$ cat src/rtl/apb4_arb2_if.sv
// APB4 bus between the two-requester arbiter (master) and a single slave.
// Widths follow the arbiter's ADDR_WIDTH/DATA_WIDTH parameters.
interface apb4_arb2_if #(
  parameter int ADDR_WIDTH = 32,
  parameter int DATA_WIDTH = 32
);
  logic [ADDR_WIDTH-1:0]   paddr;
  logic                    psel;
  logic                    penable;
  logic                    pwrite;
  logic [DATA_WIDTH-1:0]   pwdata;
  logic [DATA_WIDTH/8-1:0] pstrb;
  logic [2:0]              pprot;
  logic [DATA_WIDTH-1:0]   prdata;
  logic                    pready;
  logic                    pslverr;

  modport master (
    output paddr, psel, penable, pwrite, pwdata, pstrb, pprot,
    input  prdata, pready, pslverr
  );

  modport slave (
    input  paddr, psel, penable, pwrite, pwdata, pstrb, pprot,
    output prdata, pready, pslverr
  );
endinterface

$ cat src/rtl/apb4_arb2.sv
// Round-robin arbiter for two requesters onto one APB4 master; ack 3 cycles after grant at best.
// Slave stalls via pready (bounded by TIMEOUT_CYC); requesters hold req_i until their ack pulse.
module apb4_arb2 #(
  parameter int ADDR_WIDTH  = 32,
  parameter int DATA_WIDTH  = 32,
  parameter int TIMEOUT_CYC = 16
) (
  input  logic                       pclk,
  input  logic                       presetn,
  input  logic [1:0]                 req_i,
  input  logic [1:0]                 we_i,
  input  logic [1:0][ADDR_WIDTH-1:0] addr_i,
  input  logic [1:0][DATA_WIDTH-1:0] wdata_i,
  output logic [1:0]                 ack_o,
  output logic [DATA_WIDTH-1:0]      rdata_o,
  output logic                       err_o,
  apb4_arb2_if.master                apb
);

  typedef enum logic [1:0] {IDLE, SETUP, ACCESS, RESP} state_t;

  state_t     state;
  logic       gnt;
  logic       last_gnt;
  logic [7:0] tmo_cnt;
  logic [7:0] tmo_nxt;
  logic       tmo_hit;
  logic       gnt_sel;

  // Under contention the requester not served last wins; a lone request always wins.
  always_comb begin
    gnt_sel = req_i[1];
    if (req_i[0] && req_i[1]) begin
      gnt_sel = ~last_gnt;
    end
  end

  assign tmo_nxt   = tmo_cnt + 8'd1;
  assign tmo_hit   = !apb.pready && (tmo_nxt == 8'(TIMEOUT_CYC));
  assign apb.pprot = 3'b000;

  always_ff @(posedge pclk or negedge presetn) begin
    if (!presetn) begin
      state       <= IDLE;
      gnt         <= 1'b0;
      last_gnt    <= 1'b1;
      tmo_cnt     <= 8'd0;
      ack_o       <= 2'b00;
      rdata_o     <= '0;
      err_o       <= 1'b0;
      apb.paddr   <= '0;
      apb.psel    <= 1'b0;
      apb.penable <= 1'b0;
      apb.pwrite  <= 1'b0;
      apb.pwdata  <= '0;
      apb.pstrb   <= '0;
    end else begin
      case (state)
        IDLE: begin
          if (|req_i) begin
            gnt         <= gnt_sel;
            last_gnt    <= gnt_sel;
            apb.paddr   <= addr_i[gnt_sel];
            apb.pwrite  <= we_i[gnt_sel];
            apb.pwdata  <= we_i[gnt_sel] ? wdata_i[gnt_sel] : '0;
            apb.pstrb   <= we_i[gnt_sel] ? '1 : '0;
            apb.psel    <= 1'b1;
            apb.penable <= 1'b0;
            tmo_cnt     <= 8'd0;
            state       <= SETUP;
          end
        end
        SETUP: begin
          apb.penable <= 1'b1;
          state       <= ACCESS;
        end
        ACCESS: begin
          if (!apb.pready) begin
            tmo_cnt <= tmo_nxt;
          end
          if (apb.pready || tmo_hit) begin
            apb.psel    <= 1'b0;
            apb.penable <= 1'b0;
            ack_o       <= gnt ? 2'b10 : 2'b01;
            // A timed-out transfer reports an error with zeroed data.
            rdata_o     <= (apb.pready && !apb.pwrite) ? apb.prdata : '0;
            err_o       <= apb.pready ? apb.pslverr : 1'b1;
            state       <= RESP;
          end
        end
        RESP: begin
          ack_o <= 2'b00;
          state <= IDLE;
        end
        default: state <= IDLE;
      endcase
    end
  end

endmodule
$ cat src/flat_wrapper.sv
// flat-port wrapper written by rule: the top's interface ports become plain ports
module apb4_arb2_flat 
#(
  parameter int ADDR_WIDTH  = 32,
  parameter int DATA_WIDTH  = 32,
  parameter int TIMEOUT_CYC = 16
)
  (pclk, presetn, req_i, we_i, addr_i, wdata_i, ack_o, rdata_o, err_o, apb_paddr, apb_psel, apb_penable, apb_pwrite, apb_pwdata, apb_pstrb, apb_pprot, apb_prdata, apb_pready, apb_pslverr);
  apb4_arb2_if #(.ADDR_WIDTH(ADDR_WIDTH), .DATA_WIDTH(DATA_WIDTH)) apb_i ();
  input  logic pclk;
  input  logic presetn;
  input  logic [1:0] req_i;
  input  logic [1:0] we_i;
  input  logic [1:0][ADDR_WIDTH-1:0] addr_i;
  input  logic [1:0][DATA_WIDTH-1:0] wdata_i;
  output logic [1:0] ack_o;
  output logic [DATA_WIDTH-1:0] rdata_o;
  output logic err_o;
  output wire logic [$bits(apb_i.paddr)-1:0] apb_paddr;
  output wire logic [$bits(apb_i.psel)-1:0] apb_psel;
  output wire logic [$bits(apb_i.penable)-1:0] apb_penable;
  output wire logic [$bits(apb_i.pwrite)-1:0] apb_pwrite;
  output wire logic [$bits(apb_i.pwdata)-1:0] apb_pwdata;
  output wire logic [$bits(apb_i.pstrb)-1:0] apb_pstrb;
  output wire logic [$bits(apb_i.pprot)-1:0] apb_pprot;
  input wire logic [$bits(apb_i.prdata)-1:0] apb_prdata;
  input wire logic [$bits(apb_i.pready)-1:0] apb_pready;
  input wire logic [$bits(apb_i.pslverr)-1:0] apb_pslverr;
  assign apb_paddr = apb_i.paddr;
  assign apb_psel = apb_i.psel;
  assign apb_penable = apb_i.penable;
  assign apb_pwrite = apb_i.pwrite;
  assign apb_pwdata = apb_i.pwdata;
  assign apb_pstrb = apb_i.pstrb;
  assign apb_pprot = apb_i.pprot;
  assign apb_i.prdata = apb_prdata;
  assign apb_i.pready = apb_pready;
  assign apb_i.pslverr = apb_pslverr;
  apb4_arb2 #(.ADDR_WIDTH(ADDR_WIDTH), .DATA_WIDTH(DATA_WIDTH), .TIMEOUT_CYC(TIMEOUT_CYC)) u_core (.pclk(pclk), .presetn(presetn), .req_i(req_i), .we_i(we_i), .addr_i(addr_i), .wdata_i(wdata_i), .ack_o(ack_o), .rdata_o(rdata_o), .err_o(err_o), .apb(apb_i));
endmodule
$ cat config.mk
export PLATFORM = sky130hd
export DESIGN_NAME = apb4_arb2_flat
export DESIGN_NICKNAME = d
export VERILOG_FILES = /design/src/rtl/apb4_arb2_if.sv /design/src/rtl/apb4_arb2.sv /design/src/flat_wrapper.sv
export SDC_FILE = /design/constraint.sdc
export NUM_CORES = 1
export LEC_CHECK = 0
export BUFFER_PORTS_ARGS = -buffer_cell sky130_fd_sc_hd__clkbuf_2
export CORE_ASPECT_RATIO = 2
export CORE_UTILIZATION = 45
export CTS_CLUSTER_SIZE = 24
export DETAILED_ROUTE_END_ITERATION = 8
export HOLD_SLACK_MARGIN = 0.1
export PLACE_DENSITY = 0.81
export SYNTH_ARGS = -nofsm -noshare
export SYNTH_HDL_FRONTEND = slang
export SYNTH_SLANG_ARGS = --single-unit
export TNS_END_PERCENT = 10
$ cat constraint.sdc
create_clock -name pclk -period 2.7 [get_ports pclk]
set_clock_uncertainty 0.1 [all_clocks]
set_input_delay 0.54 -clock pclk [delete_from_list [all_inputs] [get_ports pclk]]
set_output_delay 0.54 -clock pclk [all_outputs]
set_load 0.01 [all_outputs]
==> reports/metrics.cfg <==
[place]
dp_slack_ps = 451.2
gp_congestion = 0.8304
placed_area_um2 = 6548
dpl.hpwl_um = 10620
io_buffers = 273

[synth]
synth_seq_area_share = 0.5591
synth_edf_count = 0
synth_commonest_cells = dfrtp_1, nand2_1, o21ai_0
syn_inst = 462
synth-seq-cells = 114
yosysMostFrequentCell = dfrtp_1
yosys.area.top_type = dfrtp_1
avgSynthCellArea_um2 = 11.05
syn_area_um2 = 5105
synth_top_area_frac = 0.5539
yosysWarnings = 0
yosysUniqueCellTypes = 37
async_flop_share = 1.000
synthTopCellsByArea = dfrtp_1, mux2i_1, o21ai_0
ys.flop_type = dfrtp_1

[timing]
slew_viol_final = 0
clock.fmax_mhz = 446.4
min_period_ps = 2240
hold_viol_final = 0
relSlewSlack = 0.5692
worstMarginPinSlew_ps = 643.7
finalCritPeriodShare = 0.8297
setup_ws_ps = 459.8
setup_viol = 0
rsz0062_at_grt = no
final.setup.tns_ps = 0

[clock_network]
clk_pin_slew_worst_paths_ps = 60
cts_resized = 0
cts_root_buffer = clkbuf_16
clock-sinks = 114
cts_setup_buffers = 0
clock_path_buffers = 2
cts_tree = yes
numCtsBuffers = 17
clk_latency_ps = 400
htreeDepth = 4

[worst_setup_path]
slowest_delay_ps = 440
cp-start-kind = flop
r2r_slack_ps = 460
r2r_end = u_core.tmo_cnt[4]
cp.arrival_ps = 2420
crit_buf_inv = 2
path_cells = inv_1 -> ha_1 -> nor2b_1 -> o21ai_1 -> buf_4 -> nor3_1 -> a21oi_1 -> o21ai_0
reg2reg_depth = 8
crit_required_ps = 2880
cp_top_family = compound AO/OA/AOI/OAI gates
critPathKind = reg2reg
cp-end-kind = flop
cpMaxStageDelayCell = o21ai_1
r2r_start = u_core.state[0]
path_max_fanout = 17

[global_route]
grt_max_degree = 73
busiest_layer = met2
grt_pass1_vias = 4831
grt_pass1_wl_um = 22450
gr-usage-all-layers = 0.2462
met2_usage = 0.4539
antenna_found_initial = 0
grt-ovfl-total = 0
grt_use_met1 = 0.2498
met3_usage = 0.04731

[routing]
postRouteWirelength_um = 13940
routedWlPerCell_um = 15.84
drc = 0
via_per_inst = 5.156
antenna_left = 0
drt_first_iter_violations = 146
num_vias = 4537
firstDrtPassIters = 5

[floorplanning]
start_util = 0.4664
dieHeight_um = 152.6
io_pins = 277
die-area_um2 = 11800
die_x_um = 77.32
core-area_um2 = 10950
fp-row-count = 54

[run]
max_cap_violations = 0

[layout]
nFillCells = 869
nets = 900
diodes = 0
stdcell_area_um2 = 7177
syn_to_final_growth_pct = 40.59
drive_above_1_share = 0.4338

[worst_hold_path]
hp-class = in2reg
hold_depth = 2
hold_start = apb_prdata[13]
min_to = u_core.rdata_o[13]

[power_and_ir_drop]
p_leak_nw = 3.848
power_mw = 8.072
ir_worst_vdd_uv = 636.2
power.density_nw_per_um2 = 1125

[run_status]
run_status = finished, final reports clean

-- routing by layer --
layer	up-vias	wire length [um]	part of all wire
li1	2146	-	-
met1	2128	5024	0.36
met2	221	7648	0.55
met3	42	718	0.052
met4	0	547	0.039
met5	-	0	0
-- how the worst max path moves through the flow --
stage                    startpoint           endpoint  depth (start not counted)
floorplan           u_core.state[0]  u_core.tmo_cnt[2]                          7
global placement    u_core.state[0]  u_core.tmo_cnt[3]                          8
detailed placement  u_core.state[0]  u_core.tmo_cnt[7]                          8
CTS                 u_core.state[0]  u_core.tmo_cnt[7]                          8
global route        u_core.state[0]  u_core.tmo_cnt[4]                          8
finish              u_core.state[0]  u_core.tmo_cnt[4]                          8
-- state kept, by name (all words and copies together) (netlist names) --
| name | cells |
|---|---|
| u_core.apb.paddr | 32 |
| u_core.apb.pwdata | 32 |
| u_core.apb.pstrb | 1 |
| u_core.gnt | 1 |
| u_core.last_gnt | 1 |
| u_core.apb.penable | 1 |
| u_core.ack_o | 2 |
| u_core.err_o | 1 |
| u_core.rdata_o | 32 |
| u_core.tmo_cnt | 8 |
| u_core.apb.psel | 1 |
| u_core.state | 2 |
-- layout by cell type, fill, tap and decap left out, drive strengths merged, types with 3 or more instances in the layout --
cell type,n
clkbuf,290
dfrtp,113
nand2,83
o21ai,74
mux2i,66
a22o,34
buf,9
a21oi,7
inv,7
nor2,6
clkinv,6
ha,5
nor3,4
nor3b,3
mux2,3
conb,3
bufinv,3
-- per-stage QoR --
stage / util / hold slack, ps / instances
finish: 0.6557 / 269.1 / 880
detailed placement: 0.5982 / 369.7 / 847
global placement: 0.5982 / 362.2 / 847
floorplan: - / 144.4 / 464
CTS: 0.6557 / 250.7 / 880
global route: 0.6557 / 260.0 / 880
-- what timing repair did --
| action | CTS | global route |
|---|---|---|
| setup endpoints to repair | 0 | 0 |
| hold endpoints to repair | 25 | 0 |
| hold buffers | 1 | 0 |
-- cell type report --
type	count	area (um^2)	share of cell area
Timing Repair Buffer	282	1476	0.2057
Multi-Input combinational cell	308	2037	0.2838
Tap cell	140	175.2	0.02441
Sequential cell	114	2854	0.3977
Inverter	4	15.01	0.002092
Clock inverter	14	180.2	0.02510
Clock buffer	18	439.2	0.06119
-- kinds of logic (layout without fill, tap and decap cells) --
logic type | after synthesis | in the layout | share of synthesized area
buffers and inverters | 42 | 318 | 0.04828
multiplexers | 69 | 69 | 0.1360
flip-flops | 114 | 114 | 0.5591
AO/OA/AOI/OAI | 125 | 125 | 0.1566
other | 1 | 3 | 0.0007346
adder cells (fa/ha/maj) | 5 | 5 | 0.01225
AND/OR/NAND/NOR | 106 | 106 | 0.08701
-- power by group --
part	switching, mW	internal (mW)	total (mW)
registers	0.465	2.45	2.91
logic	1.64	1.21	2.85
clock network	0.820	1.49	2.31
total	2.93	5.15	8.07
No activity file was read; power rests on OpenSTA's default activity.
